==> config.mk <==
export PLATFORM = sky130hd
export DESIGN_NAME = sha256_msg_sequencer
export DESIGN_NICKNAME = d
export VERILOG_FILES = /design/src/rtl/sha256_pkg.sv /design/src/rtl/sha256_blk_buf.sv /design/src/rtl/sha256_msg_sequencer.sv
export SDC_FILE = /design/constraint.sdc
export NUM_CORES = 1
export LEC_CHECK = 0
export BUFFER_PORTS_ARGS = -buffer_cell sky130_fd_sc_hd__buf_2
export CAP_MARGIN = 20
export CORE_MARGIN = 2
export CORE_UTILIZATION = 40
export CTS_CLUSTER_SIZE = 40
export DETAILED_ROUTE_END_ITERATION = 8
export GPL_TIMING_DRIVEN = 1
export PLACE_DENSITY = 0.6
export SETUP_SLACK_MARGIN = 0.15
export SLEW_MARGIN = 0
export SYNTH_ARGS = -nofsm -noshare
export SYNTH_HDL_FRONTEND = slang
export SYNTH_SLANG_ARGS = --single-unit
==> constraint.sdc <==
create_clock -name clk -period 6.3 [get_ports clk]
set_input_delay 0.63 -clock clk [delete_from_list [all_inputs] [get_ports clk]]
set_output_delay 0.63 -clock clk [all_outputs]
set_load 0.01 [all_outputs]
==> src/rtl/sha256_pkg.sv <==
// Shared types and constants for the SHA-256 message sequencer and its block buffer.
package sha256_pkg;

    typedef enum logic [2:0] {
        ST_IDLE = 3'd0,
        ST_FILL = 3'd1,
        ST_PAD  = 3'd2,
        ST_SEND = 3'd3,
        ST_WAIT = 3'd4
    } seq_state_e;

    localparam logic [7:0] PAD_BYTE      = 8'h80;
    localparam int         BLOCK_BYTES   = 64;
    localparam int         LEN_FIELD_POS = 56;
    localparam int         BLOCK_WORDS   = 16;

endpackage

==> src/rtl/sha256_blk_buf.sv <==
// 64-byte block buffer: byte-wide write port, big-endian 32-bit word read port.
module sha256_blk_buf
    import sha256_pkg::*;
(
    input  logic        clk,
    input  logic        rst,
    input  logic        wr_en,
    input  logic [5:0]  wr_idx,
    input  logic [7:0]  wr_data,
    input  logic [3:0]  rd_idx,
    output logic [31:0] rd_data
);

    logic [7:0] mem_q [BLOCK_BYTES];

    always_ff @(posedge clk) begin
        if (rst) begin
            for (int i = 0; i < BLOCK_BYTES; i++) begin
                mem_q[i] <= 8'h00;
            end
        end else if (wr_en) begin
            mem_q[wr_idx] <= wr_data;
        end
    end

    // Lowest byte address lands in the most significant byte of the word.
    always_comb begin
        rd_data = {mem_q[{rd_idx, 2'd0}], mem_q[{rd_idx, 2'd1}],
                   mem_q[{rd_idx, 2'd2}], mem_q[{rd_idx, 2'd3}]};
    end

endmodule

==> src/rtl/sha256_msg_sequencer.sv <==
// Byte-stream front end for the SHA-256 core: pads, appends the bit length, streams 512-bit blocks.
// Optional abort input is compiled in when SHA256_SEQ_ABORT_EN is defined.
module sha256_msg_sequencer
    import sha256_pkg::*;
#(
    parameter int LEN_W = 64
) (
    input  logic        clk,
    input  logic        rst,
    // Both streams transfer on a cycle where valid and ready are high at the rising edge;
    // a source holds its data stable until that edge, and ready never waits on valid.
    input  logic        in_valid,
    output logic        in_ready,
    input  logic [7:0]  in_data,
    input  logic        in_last,
    input  logic        in_keep,
    output logic        w_valid,
    input  logic        w_ready,
    output logic [31:0] w_data,
    output logic        w_first,
    output logic        w_last,
    input  logic        core_done,
`ifdef SHA256_SEQ_ABORT_EN
    input  logic        abort,
`endif
    output logic        busy,
    output logic        msg_done,
    output logic [2:0]  dbg_state
);

    seq_state_e       state_q, state_d;
    logic [6:0]       pos_q, pos_d;
    logic [LEN_W-1:0] cnt_q, cnt_d;
    logic [3:0]       word_q, word_d;
    logic             first_pend_q, first_pend_d;
    logic             final_q, final_d;
    logic             marker_q, marker_d;
    logic             zero_tail_q, zero_tail_d;
    logic             pad_pend_q, pad_pend_d;
    logic             busy_q, busy_d;
    logic             msg_done_q, msg_done_d;
    logic             w_valid_q, w_valid_d;
    logic             w_first_q, w_first_d;
    logic             w_last_q, w_last_d;

    logic             in_hs;
    logic             enter_send;
    logic             len_mode;
    logic [LEN_W-1:0] len_bits;
    logic [63:0]      len_field;
    logic [7:0]       len_byte;
    logic             buf_we;
    logic [5:0]       buf_widx;
    logic [7:0]       buf_wdata;

    assign in_ready  = !rst && (state_q == ST_IDLE || state_q == ST_FILL);
    assign in_hs     = in_valid && in_ready;
    assign len_bits  = cnt_q << 3;
    assign len_field = 64'(len_bits);
    assign len_byte  = 8'(len_field >> {~pos_q[2:0], 3'b000});
    // Length goes in the tail only if the 0x80 marker already landed before byte 56.
    assign len_mode  = (pos_q >= 7'(LEN_FIELD_POS)) && marker_q && !zero_tail_q;

    always_comb begin
        state_d      = state_q;
        pos_d        = pos_q;
        cnt_d        = cnt_q;
        word_d       = word_q;
        first_pend_d = first_pend_q;
        final_d      = final_q;
        marker_d     = marker_q;
        zero_tail_d  = zero_tail_q;
        pad_pend_d   = pad_pend_q;
        busy_d       = busy_q;
        msg_done_d   = 1'b0;
        w_valid_d    = w_valid_q;
        w_first_d    = w_first_q;
        w_last_d     = w_last_q;
        buf_we       = 1'b0;
        buf_widx     = pos_q[5:0];
        buf_wdata    = in_data;
        enter_send   = 1'b0;

        unique case (state_q)
            ST_IDLE: begin
                if (in_hs) begin
                    busy_d       = 1'b1;
                    first_pend_d = 1'b1;
                    final_d      = 1'b0;
                    marker_d     = 1'b0;
                    zero_tail_d  = 1'b0;
                    pad_pend_d   = 1'b0;
                    pos_d        = 7'd0;
                    cnt_d        = '0;
                    if (in_keep) begin
                        buf_we   = 1'b1;
                        buf_widx = 6'd0;
                        pos_d    = 7'd1;
                        cnt_d    = LEN_W'(1);
                    end
                    state_d = in_last ? ST_PAD : ST_FILL;
                end
            end
            ST_FILL: begin
                if (in_hs) begin
                    if (in_keep) begin
                        buf_we = 1'b1;
                        pos_d  = pos_q + 7'd1;
                        cnt_d  = cnt_q + LEN_W'(1);
                        if (pos_q == 7'(BLOCK_BYTES - 1)) begin
                            // A last byte that fills the block defers all padding to a fresh block.
                            pad_pend_d = in_last;
                            enter_send = 1'b1;
                        end else if (in_last) begin
                            state_d = ST_PAD;
                        end
                    end else if (in_last) begin
                        state_d = ST_PAD;
                    end
                end
            end
            ST_PAD: begin
                buf_we = 1'b1;
                pos_d  = pos_q + 7'd1;
                if (len_mode) begin
                    buf_wdata = len_byte;
                end else begin
                    buf_wdata = marker_q ? 8'h00 : PAD_BYTE;
                    marker_d  = 1'b1;
                    if (!marker_q && pos_q >= 7'(LEN_FIELD_POS)) begin
                        zero_tail_d = 1'b1;
                    end
                end
                if (pos_q == 7'(BLOCK_BYTES - 1)) begin
                    final_d    = len_mode;
                    pad_pend_d = !len_mode;
                    enter_send = 1'b1;
                end
            end
            ST_SEND: begin
                if (w_ready) begin
                    if (word_q == 4'(BLOCK_WORDS - 1)) begin
                        state_d      = ST_WAIT;
                        w_valid_d    = 1'b0;
                        w_first_d    = 1'b0;
                        w_last_d     = 1'b0;
                        first_pend_d = 1'b0;
                        word_d       = 4'd0;
                    end else begin
                        word_d = word_q + 4'd1;
                    end
                end
            end
            ST_WAIT: begin
                if (core_done) begin
                    pos_d = 7'd0;
                    if (final_q) begin
                        state_d     = ST_IDLE;
                        msg_done_d  = 1'b1;
                        busy_d      = 1'b0;
                        cnt_d       = '0;
                        final_d     = 1'b0;
                        marker_d    = 1'b0;
                        zero_tail_d = 1'b0;
                        pad_pend_d  = 1'b0;
                    end else if (pad_pend_q) begin
                        state_d     = ST_PAD;
                        pad_pend_d  = 1'b0;
                        zero_tail_d = 1'b0;
                    end else begin
                        state_d = ST_FILL;
                    end
                end
            end
            default: state_d = ST_IDLE;
        endcase

        if (enter_send) begin
            state_d   = ST_SEND;
            word_d    = 4'd0;
            w_valid_d = 1'b1;
            w_first_d = first_pend_q;
            w_last_d  = final_d;
        end

`ifdef SHA256_SEQ_ABORT_EN
        if (abort && state_q != ST_IDLE) begin
            state_d      = ST_IDLE;
            pos_d        = 7'd0;
            cnt_d        = '0;
            word_d       = 4'd0;
            first_pend_d = 1'b0;
            final_d      = 1'b0;
            marker_d     = 1'b0;
            zero_tail_d  = 1'b0;
            pad_pend_d   = 1'b0;
            busy_d       = 1'b0;
            msg_done_d   = 1'b0;
            w_valid_d    = 1'b0;
            w_first_d    = 1'b0;
            w_last_d     = 1'b0;
            buf_we       = 1'b0;
        end
`endif
    end

    always_ff @(posedge clk) begin
        if (rst) begin
            state_q      <= ST_IDLE;
            pos_q        <= 7'd0;
            cnt_q        <= '0;
            word_q       <= 4'd0;
            first_pend_q <= 1'b0;
            final_q      <= 1'b0;
            marker_q     <= 1'b0;
            zero_tail_q  <= 1'b0;
            pad_pend_q   <= 1'b0;
            busy_q       <= 1'b0;
            msg_done_q   <= 1'b0;
            w_valid_q    <= 1'b0;
            w_first_q    <= 1'b0;
            w_last_q     <= 1'b0;
        end else begin
            state_q      <= state_d;
            pos_q        <= pos_d;
            cnt_q        <= cnt_d;
            word_q       <= word_d;
            first_pend_q <= first_pend_d;
            final_q      <= final_d;
            marker_q     <= marker_d;
            zero_tail_q  <= zero_tail_d;
            pad_pend_q   <= pad_pend_d;
            busy_q       <= busy_d;
            msg_done_q   <= msg_done_d;
            w_valid_q    <= w_valid_d;
            w_first_q    <= w_first_d;
            w_last_q     <= w_last_d;
        end
    end

    sha256_blk_buf u_buf (
        .clk     (clk),
        .rst     (rst),
        .wr_en   (buf_we),
        .wr_idx  (buf_widx),
        .wr_data (buf_wdata),
        .rd_idx  (word_q),
        .rd_data (w_data)
    );

    assign w_valid   = w_valid_q;
    assign w_first   = w_first_q;
    assign w_last    = w_last_q;
    assign busy      = busy_q;
    assign msg_done  = msg_done_q;
    assign dbg_state = state_q;

endmodule

# Yosys cells after proc, flatten, opt, wreduce, memory -nomap -nowiden
# Memories as Yosys holds them, arrays and structs flattened. A register that Yosys moved wholly into a read port is not among the register bits.
# Cells that the tools add are included.
# word_totals
mem_count	1
inputBits	15
reg_bits	88
ram_bits	512
# op_classes
addsub	3
n_reduce_logical	34
n_shift	1
muxes	87
eq_ne	26
n_bitwise	4
magnitude_cmp	1
# mem_list
name	words	word_bits	rd	rd_clocked_by_memory_dff	write_ports	line	text
u_buf.mem_q	64	8	4	4	64	sha256_blk_buf.sv:14	logic [7:0] mem_q [BLOCK_BYTES];
# op_table
op	count
64-bit 2-to-1 mux	5
64-bit one-hot mux with 3 select lines	1
6-bit 2-to-1 mux	12
64-bit by 1-bit adder with 64-bit output (second input constant)	1
64-bit by 6-bit >> shifter with 8-bit output	1
1-bit 2-to-1 mux	38
8-bit 2-to-1 mux	4
7-bit 2-to-1 mux	4
7-bit one-hot mux with 4 select lines	1
3-bit 2-to-1 mux	8
2-bit inequality test (second input constant)	11
3-bit inequality test (second input constant)	7
7-bit AND reduction	3
3-bit one-hot mux with 5 select lines	1
6-bit AND reduction	2
5-bit AND reduction	2
2-bit nonzero test	5
1-bit one-hot mux with 3 select lines	3
2-bit 2-to-1 mux	4
1-bit one-hot mux with 2 select lines	4
4-bit AND reduction	2
8-bit OR reduction	1
7-bit by 1-bit adder with 7-bit output (second input constant)	1
7-bit by 6-bit equality test with 1-bit output (second input constant)	1
other kinds (22)	34

# Depth between registers and ports, before layout
# Gate-level depths: netlist of run 1.
# depth
ltp_word	11
depth_mapped	9
depth_no_buf	6

# By module
# From an unflattened synthesis of run 1, not the netlist that was laid out.
# hier_totals
cells_unflattened	2158
hier_area_um2	27316.2
# modules_own_cells
module	seq_area_each_um2	instances	area_each_um2	cells_per_inst
sha256_blk_buf	15374.7	1	22424.0	1550
sha256_msg_sequencer	1701.6	1	4892.2	608

# Least setup slack after synthesis of run 1
# OpenSTA, ideal clock, no wires.
# synth_timing
kind	register -> output
start	register (tool-made name)
end	output port w_data[10]
t_required_ns	5.670
n_path_buf	2
t_arrival_ns	2.183
path_stages_with_launch	5
path_slack_ns	3.487
path_cell_list	dfxtp_1 -> clkbuf_1 -> buf_2 -> mux4_2 -> mux4_2
# synth_rtl
element	line	text
to (decl)	sha256_msg_sequencer.sv:19	output logic [31:0] w_data,

==> report_table.html, run 1 <==
<table>
<tr><th>Metric</th><th>Value</th></tr>
<tr><th colspan="2">Layout</th></tr>
<tr><td>Antenna diodes</td><td>0</td></tr>
<tr><td>Area overhead of the layout relative to synthesis</td><td>11.82%</td></tr>
<tr><td>Register cell area after layout</td><td>0.01717 mm2</td></tr>
<tr><td>Fillcell total</td><td>5973</td></tr>
<tr><td>Count of non-filler cells in the finished layout</td><td>2994</td></tr>
<tr><td>Fraction of layout instances using a drive strength above 1</td><td>18.01%</td></tr>
<tr><td>Total area of multi-input combinational cells</td><td>0.009442 mm2</td></tr>
<tr><td>Final net count</td><td>2093</td></tr>
<tr><th colspan="2">Synthesis</th></tr>
<tr><td>XOR/XNOR share of the synthesized area</td><td>0.2584%</td></tr>
<tr><td>Post-synth net total</td><td>2087</td></tr>
<tr><td>Flip-flop cell with the highest count after synthesis</td><td>edfxtp_1</td></tr>
<tr><td>Unique masters post-synth</td><td>60</td></tr>
<tr><td>Dominant cell type by area after synthesis</td><td>edfxtp_1</td></tr>
<tr><td>Leading post-synthesis cells by instance count</td><td>nor2_1 (514), edfxtp_1 (512), nand2_1 (186), mux4_2 (171), clkbuf_1 (117)</td></tr>
<tr><td>Most frequent cell after synthesis</td><td>nor2_1</td></tr>
<tr><td>Area share of the leading cell type in the synthesized netlist</td><td>56.70%</td></tr>
<tr><td>Post-synth design cell area</td><td>0.02711 mm2</td></tr>
<tr><td>Total of flip-flops plus latches after synthesis</td><td>601</td></tr>
<tr><td>Warnings, synthesis</td><td>0</td></tr>
<tr><td>Fraction of the mapped netlist area in adder cells</td><td>0.1846%</td></tr>
<tr><td>Sequential fraction of the synthesis area</td><td>63.27%</td></tr>
<tr><td>Post-synthesis compound-gate area fraction</td><td>3.899%</td></tr>
<tr><td>Syn avg cell area</td><td>13.11 um2</td></tr>
<tr><td>Number of synthesized flops with an enable pin</td><td>512</td></tr>
<tr><td>Area share of and/or/nand/nor cells after synthesis</td><td>15.15%</td></tr>
<tr><td>Main combinational cell family by area after synthesis</td><td>simple AND/OR/NAND/NOR gates</td></tr>
<tr><td>Post-synth ARST share</td><td>0%</td></tr>
<tr><td>Multiplexer share of the synthesized area</td><td>14.90%</td></tr>
<tr><td>Synth area leaders</td><td>edfxtp_1 (57%), mux4_2 (14%), nor2_1 (7.1%)</td></tr>
<tr><td>Instance count of the mapped netlist</td><td>2068</td></tr>
<tr><th colspan="2">Clock tree</th></tr>
<tr><td>Longest Clk Path Bufs</td><td>3</td></tr>
<tr><td>Post-CTS setup-driven buffer insertion count</td><td>0</td></tr>
<tr><td>Clk sinks</td><td>601</td></tr>
<tr><td>Deepest level of the CTS H-tree</td><td>3</td></tr>
<tr><td>Clock tree root buffer cell</td><td>clkbuf_16</td></tr>
<tr><td>Worst-skew pair later-pin latency</td><td>0.60 ns</td></tr>
<tr><td># hold bufs at CTS</td><td>0</td></tr>
<tr><td>Clk slew on worst S/H paths</td><td>0.06 ns</td></tr>
<tr><td>CTS tree</td><td>done</td></tr>
<tr><td>Post-cts repair resize count</td><td>0</td></tr>
<tr><td>Total CTS buffers</td><td>66</td></tr>
<tr><th colspan="2">Setup path</th></tr>
<tr><td>Critical path cell sequence</td><td>buf_12, mux4_2, mux4_2, buf_2</td></tr>
<tr><td>Maximum fanout encountered on the critical timing path</td><td>80</td></tr>
<tr><td>Master of the slowest instance on the critical path</td><td>dfxtp_4</td></tr>
<tr><td>Endpoint class of the critical path</td><td>primary output</td></tr>
<tr><td>Crit path buffers/inverters</td><td>2</td></tr>
<tr><td>Crit path top cell by count</td><td>mux4_2</td></tr>
<tr><td>Category of the most critical setup path</td><td>register to primary output</td></tr>
<tr><td>Largest delay contributor family on the critical path</td><td>multiplexers</td></tr>
<tr><td>Crit path launch type</td><td>register</td></tr>
<tr><td>Signal arrival time at the worst endpoint</td><td>3.53 ns</td></tr>
<tr><td>Endpoint required time on the critical path</td><td>5.67 ns</td></tr>
<tr><td>Slowest cell delay on critical path</td><td>0.88 ns</td></tr>
<tr><th colspan="2">Global routing</th></tr>
<tr><td>Grt total ovfl</td><td>0</td></tr>
<tr><td>Vias in the first global route</td><td>17380</td></tr>
<tr><td>First-pass GRT wire length</td><td>108100 um</td></tr>
<tr><td>Total GRT Usage</td><td>20.33%</td></tr>
<tr><td>Number of antenna violations at the first check in global routing</td><td>1</td></tr>
<tr><td>Maximum number of pins on one net before global-route repair</td><td>81</td></tr>
<tr><th colspan="2">Die</th></tr>
<tr><td>Core region area</td><td>0.06716 mm2</td></tr>
<tr><td>Die outline width</td><td>264.4 um</td></tr>
<tr><td>Number of top-level pins</td><td>56</td></tr>
<tr><td>Initial Util</td><td>40.37%</td></tr>
<tr><td>Height of the die</td><td>264.4 um</td></tr>
<tr><td>Die Outline Area</td><td>0.06989 mm2</td></tr>
<tr><td>Placement Rows</td><td>95</td></tr>
<tr><th colspan="2">Flow run</th></tr>
<tr><td>Number of max-cap violations</td><td>0</td></tr>
<tr><th colspan="2">Routing</th></tr>
<tr><td>Vias per cell</td><td>5.856</td></tr>
<tr><td>Total via count in the routed design</td><td>17530</td></tr>
<tr><td>ANT nets after route</td><td>0</td></tr>
<tr><td>Detail-routed net length per standard cell</td><td>23.52 um</td></tr>
<tr><td>Initial DRC count</td><td>1987</td></tr>
<tr><td>First-pass iteration count of the detailed router</td><td>5</td></tr>
<tr><td>Number of design rule violations left after detail routing</td><td>0</td></tr>
<tr><td>Routed wire length</td><td>70420 um</td></tr>
<tr><th colspan="2">Timing</th></tr>
<tr><td>Slew HR</td><td>27.35%</td></tr>
<tr><td>Final setup violation count</td><td>0</td></tr>
<tr><td>Pins Over Slew Limit</td><td>0</td></tr>
<tr><td>Final total negative setup slack</td><td>0 ns</td></tr>
<tr><td>Setup repair after global routing missed its margin</td><td>false</td></tr>
<tr><td>Slew at the pin closest to its max-slew limit</td><td>1.087 ns</td></tr>
<tr><td>Endpoints failing hold</td><td>0</td></tr>
<tr><td>Clk_skew</td><td>0.01565 ns</td></tr>
<tr><td>Fin crit period</td><td>4.159 ns</td></tr>
<tr><td>Fmax</td><td>0.2405 GHz</td></tr>
<tr><td>Hold WS</td><td>0.3413 ns</td></tr>
<tr><td>Tcrit/Tclk final</td><td>66.01%</td></tr>
<tr><th colspan="2">Status</th></tr>
<tr><td>Result of the run</td><td>finished clean</td></tr>
<tr><th colspan="2">Placement</th></tr>
<tr><td>Routability-driven placement congestion ratio</td><td>0.8565</td></tr>
<tr><td>Post-placement cell count</td><td>2876</td></tr>
<tr><td>HPWL reported at the end of detailed placement</td><td>44640 um</td></tr>
<tr><td>Port buffer count</td><td>55</td></tr>
<tr><th colspan="2">Pwr</th></tr>
<tr><td>Leakage power total</td><td>9.620 nW</td></tr>
<tr><td>Power density normalized to cell area</td><td>308.9 mW/mm2</td></tr>
<tr><td>Max VDD drop</td><td>175.3 uV</td></tr>
<tr><th colspan="2">Hold path</th></tr>
<tr><td>Hold WC Path Type</td><td>input pin to register</td></tr>
</table>
-- kinds of logic (layout without fill, tap and decap cells) --
| kind of cell | count (synthesis) | after routing |
|---|---|---|
| xor+xnor | 8 | 8 |
| buf+inv | 157 | 210 |
| compound gates | 173 | 173 |
| simple gates | 939 | 939 |
| mux | 186 | 186 |
| fa+ha+maj | 4 | 4 |
| flops | 601 | 601 |
-- per-layer routing --
layer | global-route usage (%) | up-vias | share of wire [%]
met2 | 32.21 | 702 | 48
met1 | 27.99 | 8937 | 42
li1 | - | 7787 | -
met3 | 4.199 | 106 | 8.1
met5 | 0 | - | 0
met4 | 7.095 | 0 | 2.8
-- final timing paths --
| path | startpoint | to | slack, ns | cells after the start |
|---|---|---|---|---|
| worst min register to register | w_valid | w_valid | 0.47 | 2 |
| worst max register to register | dbg_state[1] | u_buf.mem_q[39][4] | 2.50 | 5 |
| worst max-delay path | register | w_data[6] | 2.14 | 4 |
| worst min-delay path | core_done | msg_done | 0.34 | 3 |
-- layout make-up --
type	count	share of cell area [%]
flip-flops and latches	601	56.62
multi-input cells	1310	31.14
clock buffers	91	6.000
well taps	873	3.603
repair buffers	84	1.840
clock inverters	24	0.6644
inverters	11	0.1362
-- sequential cells by signal, summed over array words and instances, names as in the netlist, 3 cells and up, named ones only --
name and cells:
u_buf.mem_q 512, dbg_state 3, word_q 4, cnt_q 61, pos_q 7
-- where the power goes --
| part | internal [W] | switching (W) | total (W) |
|---|---|---|---|
| clock network | 0.00211 | 0.00157 | 0.00368 |
| registers | 0.00448 | 0.0000959 | 0.00458 |
| logic | 0.000295 | 0.000816 | 0.00111 |
| total | 0.00689 | 0.00248 | 0.00937 |
-- placed cells by master (no fill, tap or decap), types with 7 or more instances in the layout --
| master | synthesis | final |
|---|---|---|
| a21oi_1 | 75 | 71 |
| edfxtp_1 | 512 | 512 |
| clkbuf_16 | 0 | 69 |
| nand2_1 | 186 | 186 |
| nand4_1 | 28 | 28 |
| o21ai_0 | 28 | 27 |
| clkbuf_1 | 117 | 21 |
| clkinv_2 | 0 | 10 |
| mux4_2 | 171 | 171 |
| buf_2 | 8 | 55 |
| dfxtp_1 | 89 | 85 |
| nor3_1 | 62 | 62 |
| or4_1 | 33 | 33 |
| buf_4 | 1 | 25 |
| nor2b_1 | 7 | 7 |
| a21oi_4 | 0 | 7 |
| mux2i_1 | 9 | 9 |
| nand3_1 | 35 | 35 |
| nor2_1 | 514 | 513 |
| clkinv_1 | 1 | 8 |
| or3_1 | 22 | 22 |
| inv_1 | 10 | 10 |
| o31ai_1 | 36 | 36 |
| nor4_1 | 11 | 11 |
-- per-stage QoR --
stage / util [%] / setup slack [ns] / instance area (um2) / total power (W)
after floorplan: - / 3.487 / 27110 / 0.005358
after global placement: 42.03 / 2.658 / 28220 / 0.005723
after detailed placement: 42.03 / 2.519 / 28220 / 0.005759
after CTS: 45.04 / 2.027 / 30250 / 0.009412
after global routing: 45.15 / 1.909 / 30320 / 0.009684
final: 45.15 / 2.141 / 30320 / 0.009366
-- tightest hold or removal path, cell delays in order --
cell     delay, ns
buf_2         0.11
nand4_1       0.10
nor2_1        0.05
Power figures use the tool's default switching activity.
==> run 2, diff against run 1 <==
--- a/config.mk
+++ b/config.mk
@@ -12,7 +12,7 @@
 export CTS_CLUSTER_SIZE = 40
 export DETAILED_ROUTE_END_ITERATION = 8
 export GPL_TIMING_DRIVEN = 1
-export PLACE_DENSITY = 0.6
+export PLACE_DENSITY = 0.62
 export SETUP_SLACK_MARGIN = 0.15
 export SLEW_MARGIN = 0
 export SYNTH_ARGS = -nofsm -noshare
==> constraint.sdc (replaced) <==
create_clock -name clk -period 3.6 [get_ports clk]
set_input_delay 0.36 -clock clk [delete_from_list [all_inputs] [get_ports clk]]
set_output_delay 0.36 -clock clk [all_outputs]
set_load 0.01 [all_outputs]
==> run 2 against run 1 <==
  * Total power is 80% higher
  * Worst hold slack got worse by 0.26 ns
  * Clock power up 83%
  * First-iteration DRC count fell by 7.8%
  * Die area unchanged
  * Final cell count grew 1.0%
  * Register-to-register slack lost 2.0 ns
  * Flip-flop and latch count is the same
  * Highest routed layer unchanged
==> report_table.html, run 2 (synthesis gave the netlist of run 1 again) <==
<table>
<tr><th>Metric</th><th>Value</th></tr>
<tr><th colspan="2">Status</th></tr>
<tr><td>Result of the run</td><td>finished clean</td></tr>
<tr><th colspan="2">Global routing</th></tr>
<tr><td>Number of antenna violations at the first check in global routing</td><td>0 (-1)</td></tr>
<tr><td>Maximum number of pins on one net before global-route repair</td><td>65 (-20%)</td></tr>
<tr><td>Total GRT Usage</td><td>19.94% (-0.39 points)</td></tr>
<tr><td>Vias in the first global route</td><td>17460 (+0.44%)</td></tr>
<tr><td>Grt total ovfl</td><td>0 (unchanged)</td></tr>
<tr><td>First-pass GRT wire length</td><td>106400 um (-1.5%)</td></tr>
<tr><th colspan="2">Setup path</th></tr>
<tr><td>Endpoint class of the critical path</td><td>primary output</td></tr>
<tr><td>Category of the most critical setup path</td><td>register to primary output</td></tr>
<tr><td>Critical path cell sequence</td><td>buf_12, mux4_2, mux4_2, buf_2</td></tr>
<tr><td>Largest delay contributor family on the critical path</td><td>multiplexers</td></tr>
<tr><td>Crit path buffers/inverters</td><td>2 (unchanged)</td></tr>
<tr><td>Crit path launch type</td><td>register</td></tr>
<tr><td>Signal arrival time at the worst endpoint</td><td>2.86 ns (-0.67 ns)</td></tr>
<tr><td>Maximum fanout encountered on the critical timing path</td><td>36 (-55%)</td></tr>
<tr><td>Crit path top cell by count</td><td>mux4_2</td></tr>
<tr><td>Endpoint required time on the critical path</td><td>3.24 ns (-2.43 ns)</td></tr>
<tr><td>Master of the slowest instance on the critical path</td><td>mux4_2</td></tr>
<tr><td>Slowest cell delay on critical path</td><td>0.61 ns (-0.27 ns)</td></tr>
<tr><th colspan="2">Routing</th></tr>
<tr><td>Number of design rule violations left after detail routing</td><td>0 (unchanged)</td></tr>
<tr><td>ANT nets after route</td><td>0 (unchanged)</td></tr>
<tr><td>First-pass iteration count of the detailed router</td><td>5 (unchanged)</td></tr>
<tr><td>Total via count in the routed design</td><td>17720 (+1.1%)</td></tr>
<tr><td>Initial DRC count</td><td>1833 (-7.8%)</td></tr>
<tr><td>Vias per cell</td><td>5.859 (about the same)</td></tr>
<tr><td>Routed wire length</td><td>69060 um (-1.9%)</td></tr>
<tr><td>Detail-routed net length per standard cell</td><td>22.83 um (-2.9%)</td></tr>
<tr><th colspan="2">Flow run</th></tr>
<tr><td>Number of max-cap violations</td><td>0 (unchanged)</td></tr>
<tr><th colspan="2">Layout</th></tr>
<tr><td>Fillcell total</td><td>5825 (-2.5%)</td></tr>
<tr><td>Registers with the most flip-flops</td><td>u_buf.mem_q (512), cnt_q (61), pos_q (7)</td></tr>
<tr><td>Fraction of layout instances using a drive strength above 1</td><td>19.47% (+1.5 points)</td></tr>
<tr><td>Area overhead of the layout relative to synthesis</td><td>13.50%</td></tr>
<tr><td>Flip-flop count of the largest register after layout</td><td>512 (unchanged)</td></tr>
<tr><td>Final net count</td><td>2121 (+1.3%)</td></tr>
<tr><td>Commonest cells after routing, fill and taps aside</td><td>nor2_1 (512), edfxtp_1 (512), nand2_1 (186)</td></tr>
<tr><td>Antenna diodes</td><td>0 (unchanged)</td></tr>
<tr><td>Register bank with the most flops</td><td>u_buf.mem_q</td></tr>
<tr><th colspan="2">Clock tree</th></tr>
<tr><td>Clk sinks</td><td>601 (unchanged)</td></tr>
<tr><td>Clk slew on worst S/H paths</td><td>0.06 ns (about the same)</td></tr>
<tr><td>Clock tree root buffer cell</td><td>clkbuf_16</td></tr>
<tr><td># hold bufs at CTS</td><td>0 (unchanged)</td></tr>
<tr><td>Longest Clk Path Bufs</td><td>3 (unchanged)</td></tr>
<tr><td>CTS tree</td><td>done</td></tr>
<tr><td>Total CTS buffers</td><td>67 (+1.5%)</td></tr>
<tr><td>Post-cts repair resize count</td><td>0 (unchanged)</td></tr>
<tr><td>Worst-skew pair later-pin latency</td><td>0.61 ns (about the same)</td></tr>
<tr><td>Post-CTS setup-driven buffer insertion count</td><td>0 (unchanged)</td></tr>
<tr><td>Deepest level of the CTS H-tree</td><td>3 (unchanged)</td></tr>
<tr><th colspan="2">Timing</th></tr>
<tr><td>Fin crit period</td><td>3.224 ns</td></tr>
<tr><td>Slew HR</td><td>29.73% (+2.4 points)</td></tr>
<tr><td>Final total negative setup slack</td><td>0 ns (unchanged)</td></tr>
<tr><td>Endpoints failing hold</td><td>0 (unchanged)</td></tr>
<tr><td>Fmax</td><td>0.3102 GHz</td></tr>
<tr><td>Tcrit/Tclk final</td><td>89.54%</td></tr>
<tr><td>Pins Over Slew Limit</td><td>0 (unchanged)</td></tr>
<tr><td>Final setup violation count</td><td>0 (unchanged)</td></tr>
<tr><td>Setup repair after global routing missed its margin</td><td>false</td></tr>
<tr><td>Slew at the pin closest to its max-slew limit</td><td>1.054 ns (-0.03334 ns)</td></tr>
<tr><td>Clk_skew</td><td>0.02797 ns (+0.01231 ns)</td></tr>
<tr><th colspan="2">Pwr</th></tr>
<tr><td>Switching share of power</td><td>26.27% (-0.19 points)</td></tr>
<tr><td>Clock share of power</td><td>39.9% (+0.6 points)</td></tr>
<tr><td>Tot Pwr</td><td>0.01684 W (+80%)</td></tr>
<tr><td>Share of power burned in combinational logic</td><td>12.4% (+0.5 points)</td></tr>
<tr><td>Power density normalized to cell area</td><td>547.2 mW/mm2 (+77%)</td></tr>
<tr><td>Internal portion of total power</td><td>0.01242 W (+80%)</td></tr>
<tr><td>Max VDD drop</td><td>344.8 uV (+97%)</td></tr>
<tr><td>Leakage power total</td><td>9.860 nW (+2.5%)</td></tr>
<tr><td>Fraction of power consumed by sequential logic</td><td>47.6% (-1.3 points)</td></tr>
<tr><td>Net switching power of the design</td><td>0.004424 W (+79%)</td></tr>
<tr><th colspan="2">Die</th></tr>
<tr><td>Placement Rows</td><td>95 (unchanged)</td></tr>
<tr><td>Initial Util</td><td>40.37% (unchanged)</td></tr>
<tr><td>Die outline width</td><td>264.4 um (unchanged)</td></tr>
<tr><td>Core region area</td><td>0.06716 mm2 (unchanged)</td></tr>
<tr><td>Number of top-level pins</td><td>56 (unchanged)</td></tr>
<tr><td>Die Outline Area</td><td>0.06989 mm2 (unchanged)</td></tr>
<tr><td>Height of the die</td><td>264.4 um (unchanged)</td></tr>
<tr><th colspan="2">Placement</th></tr>
<tr><td>Port buffer count</td><td>55 (unchanged)</td></tr>
<tr><td>HPWL reported at the end of detailed placement</td><td>44590 um (-0.11%)</td></tr>
<tr><td>Routability-driven placement congestion ratio</td><td>0.8468 (-1.1%)</td></tr>
<tr><th colspan="2">Hold path</th></tr>
<tr><td>Hold WC Path Type</td><td>input pin to register</td></tr>
</table>
==> run 2: cell types whose count changed in the layout (fill, tap and decap cells not counted), sizes merged <==
cell | before | now
buf | 84 | 111
inv | 13 | 14
clkinv | 20 | 26
clkbuf | 91 | 79
clkinvlp | 0 | 4
bufinv | 2 | 7
==> run 2: path summary, 6_finish.rpt <==
kind / startpoint / endpoint / slack [ns] / depth (start not counted)
worst max-delay path: register / w_data[16] / 0.38 / 4
worst min-delay path: core_done / dbg_state[2] / 0.08 / 3
worst max register to register: dbg_state[0] / u_buf.mem_q[36][4] / 0.51 / 5
worst min register to register: w_valid / w_valid / 0.47 / 2
==> run 2: worst min-delay path: stages <==
cell and delay (ns):
buf_2 0.11, nand3b_1 0.11, a21oi_1 0.06
==> run 2: area by class of cell <==
cell class              instances  area, um2  share of cell area [%]
clock buffers                  79       1722                   5.594
flip-flops and latches        601      17170                   55.78
inverters                      11      41.29                  0.1342
well taps                     873       1092                   3.549
repair buffers                111      908.4                   2.952
multi-input cells            1310       9427                   30.63
clock inverters                40      417.9                   1.358
==> run 2: stage by stage <==
step | cell area, um2 | utilization (%) | hold WS, ns | worst slack [ns] | instances
after floorplan | 27110 | - | 0.4476 | 1.057 | 2068
after global placement | 28630 | 42.63 | 0.4489 | 0.6339 | 2906
after detailed placement | 28630 | 42.63 | 0.4598 | 0.4465 | 2906
after CTS | 30770 | 45.82 | 0.05474 | 0.3187 | 3025
after global routing | 30770 | 45.82 | 0.06484 | 0.2784 | 3025
final | 30770 | 45.82 | 0.07683 | 0.3764 | 3025
==> run 2: power groups by stage <==
stage / clock network (W) / registers, W / logic (W)
detailed placement: 0 / 0.00816 / 0.00210
finish: 0.00673 / 0.00802 / 0.00209
global route: 0.00711 / 0.00805 / 0.00224
CTS: 0.00685 / 0.00802 / 0.00211
global placement: 0 / 0.00815 / 0.00208
floorplan: 0 / 0.00805 / 0.00133
==> run 2: per-layer routing <==
layer | global-route usage (%) | up-vias | wire [um]
met5 | 0 | - | 0
met4 | 5.697 | 0 | 1532
met3 | 3.697 | 102 | 5621
met2 | 33.04 | 784 | 33720
met1 | 26.98 | 8996 | 28190
li1 | - | 7842 | -
